===== src/rtl/note_lane_queue.sv =====
// Multi-lane note queue: notes shift toward slot 0 on step and are judged in a
// hit window at the slot-0 end. Outputs hit/miss pulses and a saturating combo count.
module note_lane_queue #(
    parameter int LANES  = 2,
    parameter int CODE_W = 2,
    parameter int DEPTH  = 16,
    parameter int WIN    = 3
) (
    input  logic                            clk_div,
    input  logic                            rst,
    input  logic                            step,
    input  logic                            flush,
    input  logic [LANES*CODE_W-1:0]         note_in,
    input  logic [LANES-1:0]                hit,
    output logic [LANES*DEPTH*CODE_W-1:0]   lane_q,
    output logic [LANES-1:0]                hit_ok,
    output logic [LANES*CODE_W-1:0]         hit_code,
    output logic [LANES-1:0]                hit_bad,
    output logic [LANES-1:0]                miss,
    output logic [15:0]                     combo
);

    // A window wider than the lane would index past the array; clamp it.
    localparam int WN = (WIN < DEPTH) ? WIN : DEPTH;

    logic [LANES*DEPTH*CODE_W-1:0] work;
    logic [LANES*DEPTH*CODE_W-1:0] lane_d;
    logic [LANES-1:0]              found;
    logic [LANES-1:0]              ok_d;
    logic [LANES-1:0]              bad_d;
    logic [LANES-1:0]              miss_d;
    logic [LANES*CODE_W-1:0]       code_d;
    logic [16:0]                   sum;
    logic [15:0]                   combo_d;

    always_comb begin
        work    = lane_q;
        lane_d  = lane_q;
        found   = '0;
        ok_d    = '0;
        bad_d   = '0;
        miss_d  = '0;
        code_d  = '0;
        sum     = '0;
        combo_d = combo;

        // Judge on pre-edge contents; the cleared array is what gets shifted.
        for (int k = 0; k < LANES; k++) begin
            for (int s = 0; s < WN; s++) begin
                if (hit[k] && !found[k] && (work[(k*DEPTH+s)*CODE_W +: CODE_W] != '0)) begin
                    found[k] = 1'b1;
                    code_d[k*CODE_W +: CODE_W] = work[(k*DEPTH+s)*CODE_W +: CODE_W];
                    work[(k*DEPTH+s)*CODE_W +: CODE_W] = '0;
                end
            end
            ok_d[k]  = hit[k] & found[k];
            bad_d[k] = hit[k] & ~found[k];
        end

        lane_d = work;
        if (step) begin
            for (int k = 0; k < LANES; k++) begin
                miss_d[k] = |work[(k*DEPTH)*CODE_W +: CODE_W];
                for (int s = 0; s < DEPTH-1; s++) begin
                    lane_d[(k*DEPTH+s)*CODE_W +: CODE_W] = work[(k*DEPTH+s+1)*CODE_W +: CODE_W];
                end
                lane_d[(k*DEPTH+DEPTH-1)*CODE_W +: CODE_W] = note_in[k*CODE_W +: CODE_W];
            end
        end

        sum = {1'b0, combo};
        for (int k = 0; k < LANES; k++) begin
            sum = sum + 17'(ok_d[k]);
        end

        if ((|bad_d) || (|miss_d)) begin
            combo_d = '0;
        end else if (sum[16]) begin
            combo_d = 16'hFFFF;
        end else begin
            combo_d = sum[15:0];
        end

        if (flush) begin
            lane_d  = '0;
            ok_d    = '0;
            bad_d   = '0;
            miss_d  = '0;
            code_d  = '0;
            combo_d = '0;
        end
    end

    always_ff @(posedge clk_div or posedge rst) begin
        if (rst) begin
            lane_q   <= '0;
            hit_ok   <= '0;
            hit_code <= '0;
            hit_bad  <= '0;
            miss     <= '0;
            combo    <= '0;
        end else begin
            lane_q   <= lane_d;
            hit_ok   <= ok_d;
            hit_code <= code_d;
            hit_bad  <= bad_d;
            miss     <= miss_d;
            combo    <= combo_d;
        end
    end

endmodule

===== config.mk =====
export PLATFORM = sky130hd
export DESIGN_NAME = note_lane_queue
export DESIGN_NICKNAME = d
export VERILOG_FILES = /design/src/rtl/note_lane_queue.sv
export SDC_FILE = /design/constraint.sdc
export NUM_CORES = 1
export LEC_CHECK = 0
export BUFFER_PORTS_ARGS = -buffer_cell sky130_fd_sc_hd__buf_4
export CORE_MARGIN = 8
export CORE_UTILIZATION = 57
export DETAILED_ROUTE_END_ITERATION = 8
export PLACE_DENSITY = 0.85
export SLEW_MARGIN = 20
export SYNTH_ARGS = -nofsm -noshare
export SYNTH_HDL_FRONTEND = slang
export SYNTH_SLANG_ARGS = --single-unit

===== constraint.sdc =====
create_clock -name clk_div -period 4.2 [get_ports clk_div]
set_input_delay 0 -clock clk_div [delete_from_list [all_inputs] [get_ports clk_div]]
set_output_delay 0 -clock clk_div [all_outputs]
set_load 0.03 [all_outputs]

; Word level (Yosys, flattened, before mapping)
; Index checks and enable logic that the tools add are counted.
[classes]
addsub = 2
n_mux = 28
bitwise = 6
n_reduce_logical = 26
[ops]
columns = operator, count
row1 = $mux 64, 2
row2 = $mux 16, 3
row3 = $mux 2, 16
row4 = $add 16x1->17, 1
row5 = $add 17x1->17, 1
row6 = $reduce_bool 2->1, 7
row7 = $logic_and 1x1->1, 10
row8 = $reduce_or 2->1, 4
row9 = $mux 1, 6
row10 = $and 1x1->1, 4
row11 = $logic_not 1->1, 4
row12 = $mux 4, 1
row13 = $not 1->1, 2
row14 = $logic_or 1x1->1, 1
[totals]
register_bits = 90
inputBits = 10
out_inout_bits = 90
wordCells = 69

; Longest topological paths before layout
[logic_depth]
ltp_word = 17
mapped_depth = 11
ltp_nobuf = 10

; Worst setup path before layout
; No wires, ideal clock.
[synth_timing]
path_type = register -> register
startpoint = register lane_q[33]
endpoint = register combo[13]
setup_ps = 73
arrival_time_ps = 2403
t_required_ps = 4127
setup_slack_ps = 1724
stages_incl_launch_ff = 12
path_buffers = 1
synth_period_minus_slack_ps = 2476
path_cell_list = dfrtp_1 nor2_2 nand4_1 nand2_1 fa_1 inv_1 ha_1 nand3_1 nor2_1 nand4_1 buf_2 a21oi_2
[synth_via]
elab_chain_len = 17
word_cells_on_any_way = 24
classes_between = 1 x add/sub / 8 x mux / 3 x bitwise / 12 x reduce/logical
[synth_rtl]
columns = element, line_no
row1 = "start, declared", 15  ; output logic [LANES*DEPTH*CODE_W-1:0] lane_q,
row2 = "start signal, assigned", 103  ; lane_q <= lane_d;
row3 = "parallel branches: the longest is 15 deep, another holds $reduce_bool 2->1", --
row4 = $mux 16 *, 76  ; if ((|bad_d) || (|miss_d)) begin
row5 = $mux 16 *, 84  ; if (flush) begin
row6 = via combo_d[13], 34  ; logic [15:0] combo_d;
row7 = "end signal, assigned", 108  ; combo <= combo_d;
row8 = "end, declared", 20  ; output logic [15:0] combo
; Mark *: on every way through the listed nets, which the timed path passes.
; A chain may end at the register's enable or synchronous reset.

; Worst setup path in the final report
[layout_timing]
startpoint = register lane_q[34]
endpoint = register combo[0]
[layout_via]
elab_chain_len = 13
word_cells_on_any_way = 16
classes_between = 1 x add/sub / 5 x mux / 3 x bitwise / 7 x reduce/logical
[layout_rtl]
columns = element, line_no
row1 = $reduce_bool 2->1 *, 50  ; if (hit[k] && !found[k] && (work[(k*DEPTH+s)*CODE_W +: CODE_W] != '0)) begin
row2 = $logic_and 1x1->1 *, 50
row3 = $mux 1 *, 50
row4 = $logic_not 1->1, 50
row5 = $logic_and 1x1->1 (2 in a row), 50
row6 = $mux 1 *, 50
row7 = "parallel branches: the longest is 4 deep, another holds $add 17x1->17", --
row8 = $mux 16 *, 76
row9 = $mux 16 *, 84
row10 = via combo_d[0], 34
; Marked as above.

==> impl_metrics.toml <==
[synthesis]
synth_top_family_by_area = "simple AND/OR/NAND/NOR gates"
synth_xor_xnor_area_share_pct = 2.206
synth.yosys.seq_area_share_pct = 56.73
ys_seq_elements = 90
top_flip_flop_cell_by_instance_count_after_synthesis = "sky130_fd_sc_hd__dfrtp_1"
yosys-mux-area-fraction_pct = 13.36
synthesized_area_fraction_occupied_by_adder_cells_pct = 0.8194
synth_enable_flop_cells = 0
syn_nets = 372
synth_area_per_cell_um2 = 11.03
synth-simple-area-share_pct = 16.55
ys_async_sr_fraction_pct = 100.0
yosysWarningCount = 0
yosysUniqueCellTypes = 39
netlist_instances = 360
syn-cell-area_mm2 = 0.003970
synth_compound_gate_area_share_pct = 6.934

[route]
drt_iter0_drc = 70
wl_per_cell_um = 16.32
route.detailed.drc = 0
drt_pre_antenna_iters = 5
num_vias = 2960
postRouteWirelength_um = 8897
detail-route-antenna-nets = 0
route.detailed.vias_per_inst = 5.431

[clock_network]
cts_root_buf = "sky130_fd_sc_hd__clkbuf_8"
cts_buffers = 9
tritoncts_clock_tree = "done"
cts_post_setup_buffers_inserted = 0
htree_levels = 3
clock_tree.buffer_depth = 2
clock_latency_ps = 350
clock_slew_seen_by_the_registers_of_the_worst_setup_and_hold_paths_ps = 90
numClockSinks = 90

[setup_path]
worstPathRequired_ps = 4450
critical_path.max_fanout = 12
cp_data_arrival_time_ps = 3100
critPathLaunchType = "register"
critPathCaptureType = "register"
worstReg2RegStart = "lane_q[34]$_DFF_PP0_"
critical_path_class = "register to register"
crit_path_start = "lane_q[34]$_DFF_PP0_"

[power]
power.switching_uw = 387.3
part_of_the_total_power_dissipated_in_sequential_elements_pct = 51.8
fin_total_pwr_mw = 1.698
max-vdd-ir-drop_v = 0.0002294
clock_power_share_pct = 40.9
combPwrFrac_pct = 7.3
switching_share_pct = 22.82
power_per_standard_cell_area_mw_per_mm2 = 336.6
leakage_nw = 2.560
p_int_mw = 1.310

[global_route]
wire_length_of_the_first_global_routing_pass_um = 14870
first_global_vias = 3014
grt_antenna_before_repair = 0
gr-total-overflow = 0
largest_net_degree_at_the_start_of_global_routing = 74
global_routing_usage_summed_across_all_routing_layers_pct = 18.55

[min_path]
min-delay-start = "flush"
worstHoldPathType = "primary input to register"

[placement]
dp_slack_ps = 1420
post-dp-hpwl_um = 5991
port_buffer_count = 99
gpl.final_weighted_congestion = 0.8592

[die]
effective_utilization_at_floorplan_pct = 58.76
die-height_um = 99.46
ios = 100
die_area_mm2 = 0.009891
core_area_mm2 = 0.006756
die-width_um = 99.46
num_rows = 30

[outcome]
status = "complete, no violations"

[timing]
hold_slack_ps = 169.5
final.min_clock_period_ps = 2851
max_slew_margin_pct = 29.47
setup-tns-final_ps = 0
finalCritPeriodShare_pct = 67.88
setup_viol = 0
timing.fmax_mhz = 350.8
tightestPinTransition_ps = 1058
worst_slack_ps = 1349
rsz0062_at_grt = "no"
clock_skew_ps = 9.932
final-hold-violation-count = 0
timing_max_transition_violations_final = 0

[layout]
final_layout_size_suffix_gt1_share_pct = 27.53
final_util_pct = 74.65
antenna_cells = 0
most_frequent_cells_in_the_layout = "sky130_fd_sc_hd__buf_4 (100), sky130_fd_sc_hd__dfrtp_1 (90), sky130_fd_sc_hd__nor2_1 (67)"
layout.cells.most_common = "sky130_fd_sc_hd__buf_4"
syn2layout_area_growth_pct = 27.04
nNetsFinal = 472

[job]
max_cap_violations = 0
## logic make-up (layout without fill, tap and decap cells)
| group | after synthesis | after routing |
|---|---|---|
| DFF | 90 | 90 |
| AOI/OAI and AO/OA | 42 | 42 |
| buffers and inverters | 30 | 135 |
| muxes | 53 | 53 |
| adders and majority gates | 2 | 2 |
| and+or+nand+nor | 133 | 133 |
| xor gates and xnor gates | 10 | 10 |
## final timing paths
path / end / slack [ps] / cells past startpoint
setup / recovery: combo[0]$_DFF_PP0_ / 1350 / 10
hold / removal: lane_q[60]$_DFFE_PP0P_ / 170 / 2
setup reg to reg: combo[0]$_DFF_PP0_ / 1350 / 10
hold reg to reg: lane_q[5]$_DFF_PP0_ / 560 / 2
max in group asynchronous: lane_q[63]$_DFFE_PP0P_ / 2850 / 4
min in group asynchronous: combo[14]$_DFF_PP0_ / 320 / 3
## power by group through the flow
stage	Sequential (mW)	Combinational (mW)	Clock (mW)
floorplan	0.912	0.0707	0
global placement	0.896	0.118	0
detailed placement	0.897	0.121	0
CTS	0.880	0.126	0.710
global route	0.881	0.137	0.739
finish	0.880	0.124	0.694
## stage by stage
step                      std cells  instance area, µm²
after floorplan                 360                3970
after CTS                       545                5044
final                           545                5044
after detailed placement        522                4732
after global placement          522                4732
after global routing            545                5044
## registers in the layout (all words and copies together) (netlist names)
signal / flops
combo: 16
hit_bad: 2
hit_code: 4
hit_ok: 2
lane_q: 64
miss: 2
## area by class of cell
type,count,area [µm²]
flip-flops and latches,90,2252
fillers,462,1713
multi-input cells,240,1583
repair buffers,107,820.8
well taps,80,100.1
clock inverters,7,117.6
clock buffers,9,123.9
inverters,12,46.29
## layer usage
layer  global-route usage, %  wire, µm  vias up
li1                        -         -     1430
met1                   22.76      3884     1430
met2                   29.55      4215       92
met3                   6.774       707        8
met4                   6.286        89        0
met5                       0         0        -
## worst max-delay path, stage by stage (launching register included)
cell and delay [ps]:
sky130_fd_sc_hd__dfrtp_1 470, sky130_fd_sc_hd__nor2_1 90, sky130_fd_sc_hd__nand4_1 210, sky130_fd_sc_hd__nand2_1 130, sky130_fd_sc_hd__fa_1 430, sky130_fd_sc_hd__inv_1 70, sky130_fd_sc_hd__ha_1 230, sky130_fd_sc_hd__nand3_1 140
sky130_fd_sc_hd__nor2_1 180, sky130_fd_sc_hd__nand4_1 490, sky130_fd_sc_hd__a21oi_1 320
## cells in the mapped netlist (2+ instances only)
cell type                    n  share of area [%]
sky130_fd_sc_hd__xnor2_1     7                1.5
sky130_fd_sc_hd__nor4_1      3               0.47
sky130_fd_sc_hd__inv_1      12                1.1
sky130_fd_sc_hd__mux2i_1    53                 13
sky130_fd_sc_hd__a21oi_1    27                3.4
sky130_fd_sc_hd__nor3b_1     3               0.57
sky130_fd_sc_hd__nand2_1    16                1.5
sky130_fd_sc_hd__xor2_1      3               0.66
sky130_fd_sc_hd__a211oi_1    2               0.38
sky130_fd_sc_hd__o21a_1      4               0.76
sky130_fd_sc_hd__buf_2       9                1.1
sky130_fd_sc_hd__nor2b_1     2               0.32
sky130_fd_sc_hd__a21oi_2     2               0.44
sky130_fd_sc_hd__and3_1      2               0.32
sky130_fd_sc_hd__nand2b_1    4               0.63
sky130_fd_sc_hd__and2_1      2               0.32
sky130_fd_sc_hd__clkbuf_1    7               0.66
sky130_fd_sc_hd__a2111oi_0   2               0.44
sky130_fd_sc_hd__nor3_1     13                1.6
sky130_fd_sc_hd__nand3_1     9                1.1
sky130_fd_sc_hd__nor2_1     67                6.3
sky130_fd_sc_hd__dfrtp_1    90                 57
sky130_fd_sc_hd__nand4_1     3               0.47
sky130_fd_sc_hd__nor4_2      2               0.63
sky130_fd_sc_hd__nand4_4     2                1.1
## timing repair
item,4_1_cts,5_1_grt
gates resized for setup,0,0
hold buffers,7,0
hold endpoints to repair,51,0
Power figures use the tool's default switching activity.
